File: src/rtl/mips16_pkg.sv
// rtl/mips16_pkg.sv - shared widths, memory-stage FSM states and EX/MEM control bundle
package mips16_pkg;

    localparam int DATA_W     = 16;
    localparam int REG_ADDR_W = 3;

    typedef enum logic [0:0] {
        MS_IDLE = 1'b0,
        MS_REQ  = 1'b1
    } mem_state_t;

    typedef struct packed {
        logic mem_read;
        logic mem_write;
        logic branch;
        logic reg_write;
        logic mem_to_reg;
    } xm_ctrl_t;

endpackage

File: src/rtl/mem_watchdog.sv
// rtl/mem_watchdog.sv - cycle counter that pulses expire when a transfer waits TIMEOUT cycles
// Ports: clk, rst (sync, active-high); active = FSM in MS_REQ; ack = transfer completes;
//        expire = combinational pulse in the TIMEOUT-th waiting cycle without ack.
module mem_watchdog #(
    parameter int TIMEOUT = 15
) (
    input  logic clk,
    input  logic rst,
    input  logic active,
    input  logic ack,
    output logic expire
);

    localparam int CW = $clog2(TIMEOUT + 1);

    logic [CW-1:0] cnt;

    // cnt counts completed waiting cycles, so the TIMEOUT-th cycle sees TIMEOUT-1
    assign expire = active & ~ack & (cnt == CW'(TIMEOUT - 1));

    // Clearing on ack/expire restarts the count for a back-to-back transfer
    always_ff @(posedge clk) begin
        if (rst || !active || ack || expire) begin
            cnt <= '0;
        end else begin
            cnt <= cnt + CW'(1);
        end
    end

endmodule

File: src/rtl/mem_stage.sv
// rtl/mem_stage.sv - MIPS16 memory stage: EX/MEM reg, dmem handshake FSM, branch resolve, MEM/WB reg
// Optional feature: MEM_TIMEOUT_EN adds the mem_watchdog abort and sticky mem_err.
// Ports: EX inputs (ex_valid, aluResult, read_data_2_ex, branch_target, zero, write_reg_ex, controls);
//        stall_mem / pc_src / branch_target_mem back to earlier stages;
//        dmem_req/we/addr/wdata out, dmem_ack/rdata in; MEM/WB outputs (*_pipe_4, wb_valid); mem_err.
module mem_stage
    import mips16_pkg::*;
#(
    parameter int DATA_W     = mips16_pkg::DATA_W,
    parameter int REG_ADDR_W = mips16_pkg::REG_ADDR_W,
    parameter int TIMEOUT    = 15
) (
    input  logic                  clk,
    input  logic                  rst,
    input  logic                  ex_valid,
    input  logic [DATA_W-1:0]     aluResult,
    input  logic [DATA_W-1:0]     read_data_2_ex,
    input  logic [DATA_W-1:0]     branch_target,
    input  logic                  zero,
    input  logic [REG_ADDR_W-1:0] write_reg_ex,
    input  logic                  memRead,
    input  logic                  memWrite,
    input  logic                  branch,
    input  logic                  regWrite,
    input  logic                  memToReg,
    output logic                  stall_mem,
    output logic                  pc_src,
    output logic [DATA_W-1:0]     branch_target_mem,
    output logic                  dmem_req,
    output logic                  dmem_we,
    output logic [DATA_W-1:0]     dmem_addr,
    output logic [DATA_W-1:0]     dmem_wdata,
    input  logic                  dmem_ack,
    input  logic [DATA_W-1:0]     dmem_rdata,
    output logic                  wb_valid,
    output logic [DATA_W-1:0]     read_data_pipe_4,
    output logic [DATA_W-1:0]     alu_result_pipe_4,
    output logic [REG_ADDR_W-1:0] write_reg_pipe_4,
    output logic                  regWrite_pipe_4,
    output logic                  memToReg_pipe_4,
    output logic                  mem_err
);

    mem_state_t            state;
    logic                  xm_valid;
    xm_ctrl_t              xm_ctrl;
    logic [DATA_W-1:0]     xm_alu_result;
    logic [DATA_W-1:0]     xm_branch_target;
    logic                  xm_zero;
    logic [REG_ADDR_W-1:0] xm_write_reg;

    logic expire;
    logic done;
    logic capture_mem;
    logic xm_is_load;

    // A transfer ends on ack or, when enabled, on watchdog expiry
    assign done        = dmem_ack | expire;
    assign stall_mem   = (state == MS_REQ) & ~done;
    assign capture_mem = ~stall_mem & ex_valid & (memRead | memWrite);
    // memRead together with memWrite counts as a store
    assign xm_is_load  = xm_valid & xm_ctrl.mem_read & ~xm_ctrl.mem_write;

    assign pc_src            = xm_valid & xm_ctrl.branch & xm_zero;
    assign branch_target_mem = xm_branch_target;

    // EX/MEM register: frozen while a transfer is outstanding
    always_ff @(posedge clk) begin
        if (rst) begin
            xm_valid         <= 1'b0;
            xm_ctrl          <= '0;
            xm_alu_result    <= '0;
            xm_branch_target <= '0;
            xm_zero          <= 1'b0;
            xm_write_reg     <= '0;
        end else if (!stall_mem) begin
            xm_valid         <= ex_valid;
            xm_ctrl          <= '{mem_read: memRead, mem_write: memWrite, branch: branch,
                                  reg_write: regWrite, mem_to_reg: memToReg};
            xm_alu_result    <= aluResult;
            xm_branch_target <= branch_target;
            xm_zero          <= zero;
            xm_write_reg     <= write_reg_ex;
        end
    end

    // Request FSM; a mem op captured on the completing edge keeps dmem_req high
    always_ff @(posedge clk) begin
        if (rst) begin
            state      <= MS_IDLE;
            dmem_req   <= 1'b0;
            dmem_we    <= 1'b0;
            dmem_addr  <= '0;
            dmem_wdata <= '0;
        end else if (capture_mem) begin
            state      <= MS_REQ;
            dmem_req   <= 1'b1;
            dmem_we    <= memWrite;
            dmem_addr  <= aluResult;
            dmem_wdata <= read_data_2_ex;
        end else if (state == MS_REQ && done) begin
            state    <= MS_IDLE;
            dmem_req <= 1'b0;
        end
    end

    // MEM/WB register: bubble while stalled
    always_ff @(posedge clk) begin
        if (rst || stall_mem) begin
            wb_valid          <= 1'b0;
            read_data_pipe_4  <= '0;
            alu_result_pipe_4 <= '0;
            write_reg_pipe_4  <= '0;
            regWrite_pipe_4   <= 1'b0;
            memToReg_pipe_4   <= 1'b0;
        end else begin
            wb_valid          <= xm_valid;
            // An aborted load completes with zero data
            read_data_pipe_4  <= (xm_is_load && state == MS_REQ && dmem_ack) ? dmem_rdata : '0;
            alu_result_pipe_4 <= xm_alu_result;
            write_reg_pipe_4  <= xm_write_reg;
            regWrite_pipe_4   <= xm_ctrl.reg_write;
            memToReg_pipe_4   <= xm_ctrl.mem_to_reg;
        end
    end

`ifdef MEM_TIMEOUT_EN
    mem_watchdog #(
        .TIMEOUT (TIMEOUT)
    ) u_watchdog (
        .clk    (clk),
        .rst    (rst),
        .active (state == MS_REQ),
        .ack    (dmem_ack),
        .expire (expire)
    );

    always_ff @(posedge clk) begin
        if (rst) begin
            mem_err <= 1'b0;
        end else if (expire) begin
            mem_err <= 1'b1;
        end
    end
`else
    assign expire  = 1'b0;
    assign mem_err = 1'b0;
`endif

endmodule

File: config.mk
export PLATFORM = sky130hd
export DESIGN_NAME = mem_stage
export DESIGN_NICKNAME = d
export VERILOG_FILES = /design/src/rtl/mips16_pkg.sv /design/src/rtl/mem_watchdog.sv /design/src/rtl/mem_stage.sv
export SDC_FILE = /design/constraint.sdc
export NUM_CORES = 1
export LEC_CHECK = 0
export ABC_AREA = 1
export BUFFER_PORTS_ARGS = -buffer_cell sky130_fd_sc_hd__buf_2
export CAP_MARGIN = 25
export CORE_MARGIN = 4
export CORE_UTILIZATION = 47
export DETAILED_ROUTE_END_ITERATION = 8
export PLACE_DENSITY = 0.79
export RECOVER_POWER = 50
export SYNTH_ARGS = -nofsm -noshare
export SYNTH_HDL_FRONTEND = slang
export SYNTH_HIERARCHICAL = 1
export SYNTH_SLANG_ARGS = --single-unit
File: constraint.sdc
create_clock -name clk -period 1.4 [get_ports clk]
set_input_delay 0.07 -clock clk [delete_from_list [all_inputs] [get_ports clk]]
set_output_delay 0.07 -clock clk [all_outputs]
set_load 0.005 [all_outputs]
==> impl_metrics.py <==
metrics = {
    "outcome": {
        "outcome": "completed",
    },
    "die": {
        "die_w_um": 99.9,
        "io_pins": 168,
        "row_count": 33,
        "die_area_mm2": 0.00997,
        "start_util_pct": 48.3,
        "coreArea_mm2": 0.00822,
        "fp.dieH_um": 99.9,
    },
    "clock_tree": {
        "clockBufferDepth": 2,
        "clockRootBuffer": "clkbuf_8",
        "clk_latency_ps": 490,
        "cts_max_level": 4,
        "cts.sinks": 114,
        "cts_tree": "yes",
        "cts_buffers": 17,
        "path_clk_slew_ps": 60,
    },
    "synth": {
        "synthXorXnorAreaFrac_pct": 0,
        "syn_avg_cell_area_um2": 7.95,
        "yosys_warnings": 6,
        "synth-seq-area-share_pct": 57.6,
        "synth_compound_area_share_pct": 8.58,
        "netlist_area_mm2": 0.00397,
        "ys_types": 21,
        "syn_inst": 499,
        "yosys_register_bits": 114,
        "syn-num-nets": 576,
        "muxShareOfSynthArea_pct": 0,
        "synth_top_family_by_area": "simple AND/OR/NAND/NOR gates",
        "yosys.area_share.simple_pct": 22.4,
        "synthAdderAreaFrac_pct": 0,
    },
    "global_route": {
        "grt_use_total_pct": 23.9,
        "grt_pass1_vias": 3992,
        "grt_pass1_wl_mm": 18.8,
        "grt_max_degree": 49,
        "overflow": 0,
        "antenna_found_initial": 0,
    },
    "pwr": {
        "max-vdd-ir-drop_mv": 0.970,
        "power.leakage_nw": 3.03,
        "power_density_mw_per_mm2": 1370,
        "finalPower_mw": 8.53,
    },
    "sta": {
        "tns_ps": 0,
        "hold_viol": 0,
        "min_period_over_period_pct": 95.2,
        "holdWs_ps": 335,
        "drv_slew": 0,
        "min_period_ps": 1330,
        "setup_viol": 0,
        "grt_setup_unrepaired": "false",
        "max_freq_mhz": 750,
        "skew_ps": 5.88,
    },
    "worst_hold_path": {
        "hp-class": "primary input to flop",
        "hold_start": "branch_target[2]",
    },
    "layout": {
        "num-nets-final": 822,
        "syn_to_final_growth_pct": 56.6,
        "layout-drive-gt1-share_pct": 22.7,
        "antenna_cells": 0,
    },
    "route": {
        "post_drt_via_cell_ratio": 4.59,
        "wirelength_mm": 11.7,
        "drc": 0,
        "ant_nets": 0,
        "drtPass1Iterations": 4,
        "vias": 3961,
        "drt_iter0_drc": 154,
        "wire_per_inst_um": 13.6,
    },
    "setup_path": {
        "path_class": "flop to output port",
        "cp-endpoint": "stall_mem",
        "start_kind": "flop",
        "cp-end-kind": "output port",
        "timing.rr.end": "alu_result_pipe_4[14]",
        "reg2regPathDepth": 6,
        "r2r_setup_slack_ps": 120,
        "r2r-start": "state",
        "worst_ep_required_time_ps": 1330,
        "worstPathMaxFanout": 10,
        "worstPathArrival_ps": 1260,
        "critPathLaunch": "state",
    },
    "placed_design": {
        "io_buffers": 166,
        "hpwl_mm": 6.72,
        "place_congestion": 0.818,
    },
    "flow_run": {
        "drv_cap": 0,
    },
}
## placed cells by master, fill, tap and decap left out, types with 16 or more instances in the layout
cell type	instances
dfxtp_1	113
buf_2	112
dlygate4sd3_1	76
clkbuf_1	55
clkbuf_16	16
a21oi_1	27
inv_1	75
nor2_1	120
o21ai_0	41
nand2_1	69
## area by class of cell
| class | count | area (um2) |
|---|---|---|
| clock buffers | 20 | 435 |
| clock inverters | 12 | 133 |
| fillers | 604 | 2010 |
| inverters | 78 | 298 |
| multi-input cells | 280 | 1230 |
| flip-flops and latches | 114 | 2290 |
| well taps | 105 | 131 |
| repair buffers | 254 | 1700 |
## synthesized netlist by cell type, drive strengths merged
cell type | count | area (um2)
nor3 | 16 | 130
nand2 | 71 | 277
nand3 | 2 | 15.0
conb | 1 | 3.75
buf | 18 | 121
nand4 | 1 | 6.26
clkbuf | 9 | 35.0
o21ai | 41 | 205
nor2 | 121 | 462
dfxtp | 114 | 2280
inv | 78 | 293
a21oi | 27 | 135
## how the worst min path moves through the flow
stage	endpoint	slack, ps	cells past startpoint
2_1_floorplan	dmem_we	140	1
3_3_place_gp	dmem_wdata[1]	290	3
3_5_place_dp	dmem_wdata[10]	300	3
4_1_cts	branch_target_mem[15]	310	4
5_1_grt	dmem_wdata[10]	340	4
6_report	branch_target_mem[2]	330	4
## layer usage
metal	part of all wire, %	global-route usage (%)	vias to the layer above
li1	-	-	1989
met4	2.2	11.0	0
met1	39	26.0	1779
met2	52	43.4	170
met3	7.2	5.91	23
met5	0	0	-
## timing repair
| action | in CTS | in global routing |
|---|---|---|
| hold buffers | 76 | 0 |
| hold endpoints to repair | 92 | 0 |
| cloned | 2 | 0 |
| setup buffers | 0 | 2 |
| resized for setup | 3 | 1 |
| setup endpoints to repair | 1 | 1 |
## cells by family after synthesis
| kind of cell | count (synthesis) |
|---|---|
| simple gates | 211 |
| flops | 114 |
| buf+inv | 105 |
| compound gates | 68 |
| other cells | 1 |
## worst max-delay path: stages, from the launching register on
cell and delay [ps]:
dfxtp_4 360, nand2_4 120, inv_6 50, buf_12 130
buf_2 120
## report_power, final
| group | switching, mW | leakage [nW] | internal [mW] |
|---|---|---|---|
| sequential | 0.0859 | 0.942 | 3.45 |
| combinational | 0.479 | 1.81 | 0.469 |
| clock | 1.47 | 0.272 | 2.58 |
## per-stage QoR
stage	cell area, um2	setup WS (ps)	util (%)	cells
finish	6210	66.9	75.6	863
CTS	6280	6.23	76.4	861
global placement	4880	279	59.4	751
detailed placement	4880	207	59.4	751
global route	6210	11.3	75.6	863
floorplan	3970	324	-	499
Note: power is estimated with default switching activity, not from simulation.
